==> src/rtl/mem_bus_arbiter.sv <==
// ============================================================================
//  Module      : mem_bus_arbiter
//  Description : Arbitrates a core's instruction-fetch and data ports onto a
//                single shared external bus. It takes one transfer at a time
//                through IDLE -> XFER -> DONE. On a tie it grants whichever
//                requester was not served last.
//  Revision    : 1.0 - initial release
//
//  Ports
//    clk, rst_n                 clock, asynchronous active-low reset
//    ireq, IAD                  fetch request and address (in)
//    IDT, ACKI_n                fetched instruction (registered), fetch ack
//    MREQ, WRITE, SIZE, DAD     data request, direction, size, address (in)
//    dwdata                     store data (in)
//    drdata, ACKD_n             load data (registered), data ack
//    BAD, BREQ, BWRITE, BSIZE   external bus address and control (out)
//    BDT_out, BDT_oe            external bus write data and its enable
//    BDT_in, BACK_n             external bus read data and transfer-done
//    bus_err                    one-cycle pulse when a transfer is aborted
//
//  Configuration macro
//    BUS_TIMEOUT_EN  when defined, a transfer aborts after TIMEOUT_CYCLES
//                    wait states. It completes with read data 0 and bus_err.
// ============================================================================
`default_nettype none

module mem_bus_arbiter #(
  parameter int TIMEOUT_CYCLES = 255
) (
  input  logic        clk,
  input  logic        rst_n,
  input  logic        ireq,
  input  logic [31:0] IAD,
  output logic [31:0] IDT,
  output logic        ACKI_n,
  input  logic        MREQ,
  input  logic        WRITE,
  input  logic [1:0]  SIZE,
  input  logic [31:0] DAD,
  input  logic [31:0] dwdata,
  output logic [31:0] drdata,
  output logic        ACKD_n,
  output logic [31:0] BAD,
  output logic        BREQ,
  output logic        BWRITE,
  output logic [1:0]  BSIZE,
  output logic [31:0] BDT_out,
  output logic        BDT_oe,
  input  logic [31:0] BDT_in,
  input  logic        BACK_n,
  output logic        bus_err
);

  typedef enum logic [1:0] {
    IDLE = 2'd0,
    XFER = 2'd1,
    DONE = 2'd2
  } state_t;

  state_t      r_state;
  state_t      w_next;
  logic        r_last_data;   // 1 = data port was served last
  logic        r_gnt_data;    // 1 = current transfer belongs to data port
  logic [31:0] r_bad;
  logic [31:0] r_bdt_out;
  logic [31:0] r_idt;
  logic [31:0] r_drdata;
  logic        r_bwrite;
  logic [1:0]  r_bsize;
  logic        r_bus_err;
  logic        w_start;
  logic        w_pick_data;
  logic        w_ack;
  logic        w_abort;

  // Request selection. On a tie, grant the port that was not served last.
  always_comb begin
    w_start     = 1'b0;
    w_pick_data = 1'b0;
    if (ireq && MREQ) begin
      w_start     = 1'b1;
      w_pick_data = ~r_last_data;
    end else if (MREQ) begin
      w_start     = 1'b1;
      w_pick_data = 1'b1;
    end else if (ireq) begin
      w_start     = 1'b1;
    end
  end

  // A slave completion in the limit cycle takes priority over the abort.
  assign w_ack = (r_state == XFER) && !BACK_n;

`ifdef BUS_TIMEOUT_EN
  localparam logic [15:0] c_LIMIT = 16'(TIMEOUT_CYCLES - 1);
  logic [15:0] r_wait_cnt;

  always_ff @(posedge clk or negedge rst_n) begin
    if (!rst_n) begin
      r_wait_cnt <= '0;
    end else if (r_state == IDLE && w_start) begin
      r_wait_cnt <= '0;
    end else if (r_state == XFER && BACK_n) begin
      r_wait_cnt <= r_wait_cnt + 16'd1;
    end
  end

  // Abort in the wait state that would bring the count up to the limit.
  assign w_abort = (r_state == XFER) && BACK_n && (r_wait_cnt == c_LIMIT);
`else
  logic w_unused_timeout;
  assign w_unused_timeout = ^32'(TIMEOUT_CYCLES);
  assign w_abort          = 1'b0;
`endif

  // FSM state register
  always_ff @(posedge clk or negedge rst_n) begin
    if (!rst_n) r_state <= IDLE;
    else        r_state <= w_next;
  end

  // FSM next-state logic
  always_comb begin
    w_next = r_state;
    case (r_state)
      IDLE:    if (w_start) w_next = XFER;
      XFER:    if (w_ack || w_abort) w_next = DONE;
      DONE:    w_next = IDLE;
      default: w_next = IDLE;
    endcase
  end

  // Bus registers, read-data capture, and arbitration history
  always_ff @(posedge clk or negedge rst_n) begin
    if (!rst_n) begin
      r_last_data <= 1'b0;
      r_gnt_data  <= 1'b0;
      r_bad       <= '0;
      r_bdt_out   <= '0;
      r_bwrite    <= 1'b0;
      r_bsize     <= '0;
      r_idt       <= '0;
      r_drdata    <= '0;
      r_bus_err   <= 1'b0;
    end else begin
      r_bus_err <= 1'b0;
      case (r_state)
        IDLE: begin
          if (w_start) begin
            r_gnt_data <= w_pick_data;
            if (w_pick_data) begin
              r_bad     <= DAD;
              r_bwrite  <= WRITE;
              r_bsize   <= SIZE;
              r_bdt_out <= dwdata;
            end else begin
              r_bad     <= IAD;
              r_bwrite  <= 1'b0;
              r_bsize   <= 2'b10;
              r_bdt_out <= '0;
            end
          end
        end
        XFER: begin
          if (w_ack) begin
            r_last_data <= r_gnt_data;
            if (!r_gnt_data)    r_idt    <= BDT_in;
            else if (!r_bwrite) r_drdata <= BDT_in;
          end else if (w_abort) begin
            r_last_data <= r_gnt_data;
            r_bus_err   <= 1'b1;
            if (!r_gnt_data)    r_idt    <= '0;
            else if (!r_bwrite) r_drdata <= '0;
          end
        end
        default: ;
      endcase
    end
  end

  assign BREQ    = (r_state == XFER);
  assign BDT_oe  = (r_state == XFER) && r_bwrite;
  assign ACKI_n  = !((r_state == DONE) && !r_gnt_data);
  assign ACKD_n  = !((r_state == DONE) &&  r_gnt_data);
  assign BAD     = r_bad;
  assign BWRITE  = r_bwrite;
  assign BSIZE   = r_bsize;
  assign BDT_out = r_bdt_out;
  assign IDT     = r_idt;
  assign drdata  = r_drdata;
  assign bus_err = r_bus_err;

endmodule

`default_nettype wire
==> config.mk <==
export PLATFORM = sky130hd
export DESIGN_NAME = mem_bus_arbiter
export DESIGN_NICKNAME = d
export VERILOG_FILES = /design/src/rtl/mem_bus_arbiter.sv
export SDC_FILE = /design/constraint.sdc
export NUM_CORES = 1
export LEC_CHECK = 0
export BUFFER_PORTS_ARGS = -buffer_cell sky130_fd_sc_hd__buf_2
export CAP_MARGIN = 20
export CORE_MARGIN = 8
export CORE_UTILIZATION = 43
export CTS_BUF_LIST = sky130_fd_sc_hd__clkbuf_8
export CTS_CLUSTER_DIAMETER = 120
export CTS_CLUSTER_SIZE = 40
export DETAILED_ROUTE_END_ITERATION = 10
export PLACE_DENSITY = 0.76
export SLEW_MARGIN = 30
export SYNTH_ARGS = -nofsm -noshare
export SYNTH_HDL_FRONTEND = slang
export SYNTH_SLANG_ARGS = --single-unit
==> constraint.sdc <==
create_clock -name clk -period 1.6 [get_ports clk]
set_input_delay 0.08 -clock clk [delete_from_list [all_inputs] [get_ports clk]]
set_output_delay 0.08 -clock clk [all_outputs]
set_load 0.03 [all_outputs]
### Word level (Yosys, flattened, before mapping)

Index checks and enable logic that the tools add are counted.

* register bits after elaboration: 135
* latch bits: 0
* bits in writable memories: 0
* memory bits (read-only): 0
* word-level logic and storage cells: 43
* memories kept: 0

* add/subtract/negate cells: 0
* multipliers: 0
* div/mod/pow operators: 0
* order comparisons: 0
* equal/unequal tests: 4
* shift-type cells: 0
* muxes and demuxes: 12
* bitwise gates (word level): 3
* reductions and logical operators: 15

Operators with widths (count)
* 32-bit 2-to-1 mux: 2
* 1-bit 2-to-1 mux: 6
* 2-bit 2-to-1 mux: 3
* 2-bit AND reduction: 3
* 1-bit logical AND: 5
* 1-bit zero test: 4
* 2-bit one-hot mux with 2 select lines: 1
* 4-bit AND reduction: 1
* 1-bit NOT: 3
* 3-bit AND reduction: 1
* 2-bit by 1-bit equality test with 1-bit output (second input constant): 1
* 2-bit equality test (second input constant): 1
* 2-bit zero test: 1
* 2-bit by 1-bit inequality test with 1-bit output (second input constant): 1
* 2-bit inequality test (second input constant): 1

### Longest topological paths before layout

Gate-level depths: netlist of run 1.

* depth after elaboration: 5
* gate-level depth with buffers: 5

### Worst setup path before layout of run 1

No wires, ideal clock.

* path type: register to register
* from: register r_state[1]
* to: register r_idt[10], in the netlist IDT[10]
* setup time: 125 ps
* arrival: 1462 ps
* data required time: 1475 ps
* path slack: 13 ps
* cell stages (with the launch flop): 6
* clock period less this slack: 1587 ps
* path through: dfrtp_1 nor3b_4 and2b_1 buf_6 buf_12 mux2_4

* longest elaborated chain between the ends: 3

Ends and longest elaborated chain
* from (decl): line 60 `state_t r_state;`
* from (signal assigned): line 119 `else r_state <= w_next;`
* 2-bit by 1-bit equality test with 1-bit output (*): line 92, 147
* 1-bit logical AND: line 92 `assign w_ack = (r_state == XFER) && !BACK_n;`
* 3-bit AND reduction (no line) (*)
* to (signal assigned): line 167 `if (!r_gnt_data) r_idt <= BDT_in;`
* to (decl): line 66 `logic [31:0] r_idt;`

Mark *: on every way between the ends. The rest lies on a longest branch, timed or not.
A chain may end at the register's enable or synchronous reset.

### Final worst setup path of run 1

* from: register r_state[1]
* to: register r_idt[1], in the netlist IDT[1]

Same word-level chain as after synthesis.

==> results_dict.tcl, run 1 <==
set metrics [dict create \
    clock_skew_ps 10.47 \
    seq_area_frac_synth 0.6055 \
    holdCritPathClass "in -> reg" \
    rsz0062_at_grt "yes" \
    core_area_um2 12670 \
    die_h_um 129.9 \
    fmax_mhz 630.2 \
    yosysWarnings 0 \
    syn_to_final_growth_pct 60.80 \
    dp_hpwl_mm 11.45 \
    power_mw 18.46 \
    fp-row-count 41 \
    synth_edf_count 0 \
    fin_util 0.7080 \
    power_frac_clock 0.157 \
    clk_pin_slew_worst_paths_ps 70 \
    clk_latency_ps 440 \
    wl_met3_mm 1.384 \
    slew_viol_final 0 \
    ios 272 \
    p_per_area_nw_per_um2 2058 \
    cts_sinks 135 \
    synth_top_area_frac 0.6055 \
    met1_length_mm 6.426 \
    synthArstFlopShare 1.000 \
    numCtsBuffers 17 \
    wl_met2_mm 9.802 \
    syn_area_per_cell_um2 16.46 \
    drive_gt1_frac 0.5958 \
    syn_nets 475 \
    drc 0 \
    synth_xor_area_frac 0 \
    synth_fa_ha_area_frac 0 \
    required_ps 1920 \
    synth_seq_cells 135 \
    top_layer "met4" \
    crit_type "reg -> reg" \
    final_nets 890 \
    fin_crit_sh 0.9918 \
    first_pass_iters 4 \
    syn_area_um2 5579 \
    drt-total-wl_mm 18.42 \
    clk_root_buffer_cell "clkbuf_8" \
    die_w_um 129.9 \
    period_minus_slack_ps 1587 \
    synth-compound-area-share 0.05876 \
    cts_tree "built" \
    grt_pass1_vias 5319 \
    port_buffers 270 \
    routedWlPerCell_um 19.47 \
    synthTopCellsByCount "dfrtp_1 (135), mux2_2 (99), a22o_1 (34)" \
    synth-simple-area-share 0.01974 \
    track_usage 0.2173 \
    synthDistinctLibCells 25 \
    setup_viol 0 \
    max-cap-violations 0 \
    p_comb_frac 0.517 \
    grt_remaining_overflow 0 \
    clock_tree.buffer_depth 2 \
    worstPathMaxFanout 18 \
    synth_top_family_by_area "multiplexers" \
    total_leakage_power_nw 4.489 \
    netlist_instances 339 \
    place.gp.congestion 0.8355 \
    antenna_found_initial 6 \
    timing.hold.ws_ps 26.69 \
    p_int_mw 10.45 \
    cts_max_level 4 \
    avgViaCountPerCell 4.901 \
    setup_tns_ps 0 \
    worst_setup_path_start_kind "flop" \
    drt.antenna.violating_nets 0 \
    via_count 4636 \
    die_area_um2 16880 \
    yosys.cell_count.top_type "dfrtp_1" \
    p_seq_frac 0.327 \
    grt_pass1_wl_mm 28.02 \
    finalHoldViolations 0 \
    start_util 0.4403 \
    drtIter0Drc 208 \
    cp.arrival_ps 1910 \
    dominantRegCellSynth "dfrtp_1" \
    synth.area.top_cells "dfrtp_1 (61%), mux2_2 (20%), mux2_4 (7.8%)" \
    synthMuxAreaShare 0.2779 \
    grt_start_max_net_pins 64 \
    switching_share 0.4337 \
    outcome "finished clean" \
    ir_drop_v 0.001249 \
    end_kind "flop" \
    p_sw_mw 8.007 \
    netlist.top_cell.by_area "dfrtp_1" \
]
final timing paths:
check	from	slack (ps)	depth (start not counted)	to
max in group asynchronous	rst_n	670	3	BAD[9]
max	r_state[1]	10	5	IDT[1]
min reg2reg	drdata[26]	500	1	drdata[26]
max reg2reg	r_state[1]	10	5	IDT[1]
min	DAD[20]	30	3	BAD[20]
min in group asynchronous	rst_n	230	3	BDT_out[2]
cells in the final DEF, fill, tap and decap left out, types with 2 or more instances in the layout:
cell type,Yosys,layout
inv_1,2,3
mux2_4,29,31
buf_4,2,10
clkinvlp_4,0,2
bufinv_16,0,3
dfrtp_1,135,135
mux2_2,99,97
nor2_1,3,2
clkbuf_8,0,18
buf_2,8,267
diode_2,0,7
inv_6,0,2
clkinv_2,0,6
a22o_1,34,34
buf_6,7,3
dlygate4sd3_1,0,128
buf_12,3,8
nand2_1,2,2
critical path: stages, from the launching register on:
cell and delay (ps):
dfrtp_1 380, buf_4 140, nor3b_4 190, and2b_2 220, buf_12 190, mux2_2 340
kinds of logic (layout without fill, tap and decap cells):
logic type             after synthesis  in the layout
and+or+nand+nor                     13             13
muxes                              128            128
DFF                                135            135
AOI/OAI and AO/OA                   38             38
buffers and inverters               24            452
other                                1              8
state kept, by name (all words and copies together) (netlist names):
register,flops
BWRITE,1
IDT,32
r_state,2
r_gnt_data,1
BDT_out,32
BSIZE,2
drdata,32
r_last_data,1
BAD,32
power by group through the flow:
stage / combinational (mW) / sequential [mW] / clock (mW)
finish: 9.54 / 6.03 / 2.89
global route: 10.0 / 6.20 / 3.14
CTS: 9.45 / 5.96 / 2.96
detailed placement: 9.11 / 5.98 / 0
global placement: 8.93 / 5.91 / 0
floorplan: 3.03 / 9.21 / 0
stage by stage:
stage / instance area, µm² / setup slack, ps / instances
6_report: 8971 / 13.10 / 946
5_1_grt: 8969 / -54.16 / 945
4_1_cts: 8902 / 7.245 / 937
3_5_place_dp: 7172 / 95.89 / 774
3_3_place_gp: 7172 / 133.0 / 774
2_1_floorplan: 5579 / 12.65 / 339
routing by layer:
layer	track usage	vias up
li1	-	2062
met1	0.2189	2293
met2	0.3828	219
met3	0.06814	62
met4	0.1421	0
met5	0	-
repair_timing:
item,4_1_cts,5_1_grt
setup buffers,3,1
resized for setup,7,5
hold buffers,128,0
cloned,0,1
hold endpoints to repair,267,0
setup endpoints to repair,2,102
final cells by class:
type | count | area, µm²
Tap cell | 172 | 215.2
Fill cell | 817 | 3700
Timing Repair Buffer | 418 | 2919
Sequential cell | 135 | 3378
Inverter | 2 | 7.507
Multi-Input combinational cell | 180 | 2029
Clock buffer | 18 | 247.7
Clock inverter | 14 | 156.4
Antenna cell | 7 | 17.52
Power figures use the tool's default switching activity.
==> inputs of run 2 (changes only) <==
- REMOVE_ABC_BUFFERS: unset -> 1
- clock period: 1.6 -> 1.3 ns (I/O delays scaled with it)
==> results_dict.tcl, run 2 (synthesis gave the netlist of run 1 again) <==
set metrics [dict create \
    p_comb_frac 0.544 \
    end_kind "flop" \
    setup_viol 137 \
    track_usage 0.2483 \
    max_stage_delay_ps 390 \
    multi_input_area_um2 2161 \
    rsz0062_at_grt "yes" \
    clk_pin_slew_worst_paths_ps 80 \
    worstPathMaxFanout 5 \
    ios 272 \
    fill_cells 744 \
    dp_hpwl_mm 11.44 \
    avgViaCountPerCell 4.953 \
    clk_latency_ps 440 \
    fin_crit_sh 1.262 \
    p_sw_mw 10.34 \
    period_minus_slack_ps 1640 \
    crit_type "reg -> reg" \
    mostFrequentLayoutCell "buf_2" \
    fmax_mhz 609.6 \
    grt_pass1_vias 5584 \
    cp.arrival_ps 1960 \
    drive_gt1_frac 0.6053 \
    die_h_um 129.9 \
    final_cells 973 \
    cts_tree "built" \
    endpoint "BAD[11]" \
    first_pass_iters 4 \
    clock_tree.buffer_depth 2 \
    die_area_um2 16880 \
    clock_skew_ps 7.253 \
    cts_sinks 135 \
    place.gp.congestion 0.8555 \
    drt.antenna.violating_nets 0 \
    drtIter0Drc 285 \
    most-common-layout-cells "buf_2 (265), dfrtp_1 (135), dlygate4sd3_1 (134)" \
    p_int_mw 13.63 \
    ir_drop_v 0.001680 \
    antenna_found_initial 3 \
    outcome "complete, but fails checks" \
    regArea_um2 3378 \
    numCtsBuffers 17 \
    clk_root_buffer_cell "clkbuf_8" \
    start_util 0.4403 \
    port_buffers 270 \
    core_area_um2 12670 \
    dp.cells 777 \
    power_frac_clock 0.141 \
    p_seq_frac 0.315 \
    drc 0 \
    grt_pass1_wl_mm 31.61 \
    grt_start_max_net_pins 65 \
    setup_ws_ps -340.3 \
    total_leakage_power_nw 4.863 \
    dpl_worst_slack_ps -243.8 \
    r2r_start "r_last_data" \
    ff2ff_path_depth 5 \
    switching_share 0.4315 \
    final_nets 922 \
    worst_setup_path_start_kind "flop" \
    syn_to_final_growth_pct 71.20 \
    r2r_end "BAD[11]" \
    grt_remaining_overflow 0 \
    cp_slowest_cell "dfrtp_1" \
    via_count 4819 \
    cts_max_level 4 \
    die_w_um 129.9 \
    finalHoldViolations 0 \
    violations "negative setup slack" \
    p_per_area_nw_per_um2 2510 \
    slew_viol_final 0 \
    r2r_slack_ps -340 \
    fp-row-count 41 \
    routedWlPerCell_um 21.90 \
    path_cells "a21bo_4 -> buf_16 -> buf_6 -> mux2_4 -> mux2_4" \
    critPathLaunch "r_last_data" \
    holdCritPathClass "in -> async" \
    drt-total-wl_mm 21.31 \
    max-cap-violations 0 \
    cp_common_cell "mux2_4" \
    required_ps 1620 \
]
-- run 2: cell count changes in the layout (fill, tap and decap cells not counted), sizes merged, moves of 2 or more --
cell,change
clkbuf,+2
dlygate4sd3,+6
buf,+26
diode,-4
-- run 2: stage by stage --
| stage | total power [mW] | setup TNS, ps | hold WS [ps] | util | cell area (µm²) |
|---|---|---|---|---|---|
| CTS | 23.54 | -35270 | -133.5 | 0.7491 | 9492 |
| global placement | 18.28 | -16970 | -44.19 | 0.5668 | 7182 |
| finish | 23.97 | -32910 | 26.55 | 0.7538 | 9552 |
| global route | 25.08 | -39360 | 28.41 | 0.7538 | 9552 |
| detailed placement | 18.60 | -20490 | -40.20 | 0.5668 | 7182 |
| floorplan | 14.84 | -177290 | -230.6 | - | 5378 |
-- run 2: how the worst min path moves through the flow --
stage	cells after the start	slack [ps]	to	startpoint
after global placement	1	-40	drdata[3]	rst_n
after global routing	2	30	IDT[5]	rst_n
after floorplan	0	-230	BAD[0]	rst_n
final	2	30	IDT[5]	rst_n
after CTS	3	-130	r_state[0]	BACK_n
after detailed placement	1	-40	drdata[5]	rst_n
-- run 2: layer usage --
layer  global-route usage  vias to the layer above  share of wire
met5                    0                        -              0
met2               0.4211                      283           0.50
met3              0.09833                       55           0.11
li1                     -                     2128              -
met1               0.2700                     2353           0.36
met4               0.1113                        0          0.033
-- run 2: power by group through the flow --
stage / logic [mW] / registers, mW / clock network [mW]
final: 13.0 / 7.55 / 3.38
after CTS: 12.7 / 7.36 / 3.46
after global routing: 13.7 / 7.75 / 3.67
after detailed placement: 11.2 / 7.37 / 0
after global placement: 11.0 / 7.27 / 0
after floorplan: 3.33 / 11.5 / 0
-- run 2: final cells by class --
| type | count | area share |
|---|---|---|
| tap | 172 | 0.02253 |
| antenna | 3 | 0.0007860 |
| inverter | 2 | 0.0007860 |
| sequential | 135 | 0.3537 |
| timing repair buffer | 450 | 0.3559 |
| clock buffer | 20 | 0.02882 |
| multi-input combinational | 180 | 0.2262 |
| clock inverter | 11 | 0.01127 |
-- run 2: critical path, delay by kind of cell, from the launching register on --
kind,cells,cell delay (ps)
AOI/OAI and AO/OA,1,280
buffers and inverters,2,270
DFF,1,390
muxes,2,560
-- run 2: repair_timing --
| item | in CTS | in global routing |
|---|---|---|
| buffers inserted | 17 | 6 |
| endpoints found under the hold margin | 268 | 2 |
| pin swaps | 6 | 11 |
| hold buffers | 134 | 1 |
| gates resized for setup | 38 | 39 |
| gates cloned | 11 | 2 |
| endpoints found under the setup margin | 136 | 151 |
==> inputs of run 3 (changes only) <==
==> constraint.sdc (replaced) <==
create_clock -name clk -period 1.3 [get_ports clk]
set_input_delay 0.195 -clock clk [delete_from_list [all_inputs] [get_ports clk]]
set_output_delay 0.195 -clock clk [all_outputs]
set_load 0.03 [all_outputs]
==> results_dict.tcl, run 3 (synthesis gave the netlist of run 1 again) <==
set metrics [dict create \
    outcome "complete, but fails checks" \
    violations "negative setup slack" \
    fill_cells 826 \
    setup_viol 138 \
    setup_tns_ps -48130 \
    grt_pass1_wl_mm 29.46 \
    final_cell_area_um2 9030 \
    r2r_start "r_last_data" \
    max_stage_delay_ps 430 \
    p_sw_mw 10.38 \
    p_per_area_nw_per_um2 2679 \
    grt_start_max_net_pins 86 \
    port_buffers 270 \
    avgViaCountPerCell 4.988 \
    p_int_mw 13.82 \
    drtIter0Drc 187 \
    die_w_um 129.9 \
    grt_pass1_vias 5455 \
    ff2ff_path_depth 8 \
    ir_drop_v 0.002009 \
    setup_ws_ps -414.9 \
    dp.cells 780 \
    slew_viol_final 0 \
    cpLargestDelayFamily "buffers and inverters" \
    crit_buf_inv 5 \
    period_minus_slack_ps 1715 \
    mostFrequentLayoutCell "buf_2" \
    cp.arrival_ps 2090 \
    start_util 0.4403 \
    end_kind "flop" \
    drc 0 \
    most-common-layout-cells "buf_2 (262), dfrtp_1 (134), mux2_2 (92)" \
    path_cells "a21bo_4 -> buf_12 -> buf_6 -> nor3_4 -> buf_6 -> buf_6 -> buf_16 -> a22o_1" \
    via_count 4604 \
    fmax_mhz 583.1 \
    drive_gt1_frac 0.6729 \
    multi_input_area_um2 2066 \
    cts_tree "built" \
    final_cells 923 \
    fin_util 0.7126 \
    track_usage 0.2323 \
    switching_share 0.4290 \
    cp_slowest_cell "dfrtp_1" \
    placed_area_um2 7204 \
    fp-row-count 41 \
    rsz0062_at_grt "yes" \
    first_pass_iters 4 \
    worst_setup_path_start_kind "flop" \
    core_area_um2 12670 \
    total_leakage_power_nw 4.574 \
    cts_sinks 135 \
    antenna_found_initial 0 \
    clk_pin_slew_worst_paths_ps 90 \
    die_area_um2 16880 \
    place.gp.congestion 0.8616 \
    routedWlPerCell_um 21.40 \
    grt_remaining_overflow 0 \
    clk_latency_ps 440 \
    cp_common_cell "buf_6" \
    holdPathEnd "BAD[29]" \
    r2r_end "BDT_out[0]" \
    holdCritStartpoint "IAD[29]" \
    clock_tree.buffer_depth 2 \
    worstPathMaxFanout 9 \
    ios 272 \
    final_nets 872 \
    die_h_um 129.9 \
    p_seq_frac 0.310 \
    regArea_um2 3379 \
    numCtsBuffers 17 \
    max-cap-violations 0 \
    syn_to_final_growth_pct 61.85 \
    required_ps 1670 \
    power_frac_clock 0.149 \
    drt.antenna.violating_nets 0 \
    holdCritPathClass "in -> reg" \
    clock_skew_ps 13.95 \
    cts_max_level 4 \
    hold_path_depth 3 \
    r2r_slack_ps -410 \
    clk_root_buffer_cell "clkbuf_8" \
    dp_hpwl_mm 11.67 \
    crit_type "reg -> reg" \
    drt-total-wl_mm 19.75 \
    p_comb_frac 0.542 \
    fin_crit_sh 1.319 \
    finalHoldViolations 0 \
]
## run 3: how the worst max path moves through the flow
stage,from,to,slack (ps),cells after the start
final,r_last_data,BDT_out[0],-410,8
after global routing,r_gnt_data,ACKI_n,-470,3
after CTS,r_gnt_data,ACKI_n,-430,3
after detailed placement,r_last_data,BDT_out[17],-260,6
after global placement,r_last_data,BDT_out[8],-220,6
after floorplan,MREQ,BAD[0],-2150,2
## run 3: area by class of cell
class | instances | area share
antenna | 2 | 0.0005542
clock buffer | 21 | 0.03201
clock inverter | 11 | 0.01344
multi-input combinational | 180 | 0.2288
tap | 172 | 0.02383
sequential | 135 | 0.3743
timing repair buffer | 400 | 0.3263
inverter | 2 | 0.0008314
## run 3: worst register-to-register path, stage by stage (launching register included)
cell	delay, ps
dfrtp_1	430
a21bo_4	250
buf_12	130
buf_6	110
nor3_4	170
buf_6	150
buf_6	130
buf_16	130
a22o_1	140
## run 3: power groups by stage
stage          sequential, mW  clock [mW]  combinational (mW)
2_1_floorplan            11.5           0                3.33
3_3_place_gp             7.27           0                11.1
3_5_place_dp             7.39           0                11.3
4_1_cts                  7.38        3.65                13.0
5_1_grt                  7.70        3.86                13.7
6_report                 7.49        3.60                13.1
## run 3: through the flow
step / hold WS, ps / setup slack [ps] / power (mW)
floorplan: -100.6 / -2151 / 14.84
global route: 83.84 / -473.6 / 25.30
global placement: 211.3 / -222.3 / 18.37
detailed placement: 222.5 / -258.2 / 18.70
CTS: 70.05 / -427.4 / 24.03
finish: 109.2 / -414.9 / 24.19
## run 3: per-layer routing
layer	global-route usage	routed length, µm	up-vias
met5	0	0	-
met1	0.2335	7067	2276
met3	0.08854	2044	40
met2	0.4147	10120	264
met4	0.1141	520	0
li1	-	-	2024
## run 3: repair_timing
item,in CTS,in global routing
pin swaps,7,23
setup buffers,24,11
gates cloned,13,4
setup endpoints to repair,136,140
hold buffers,69,0
hold endpoints to repair,233,0
gates resized for setup,53,29
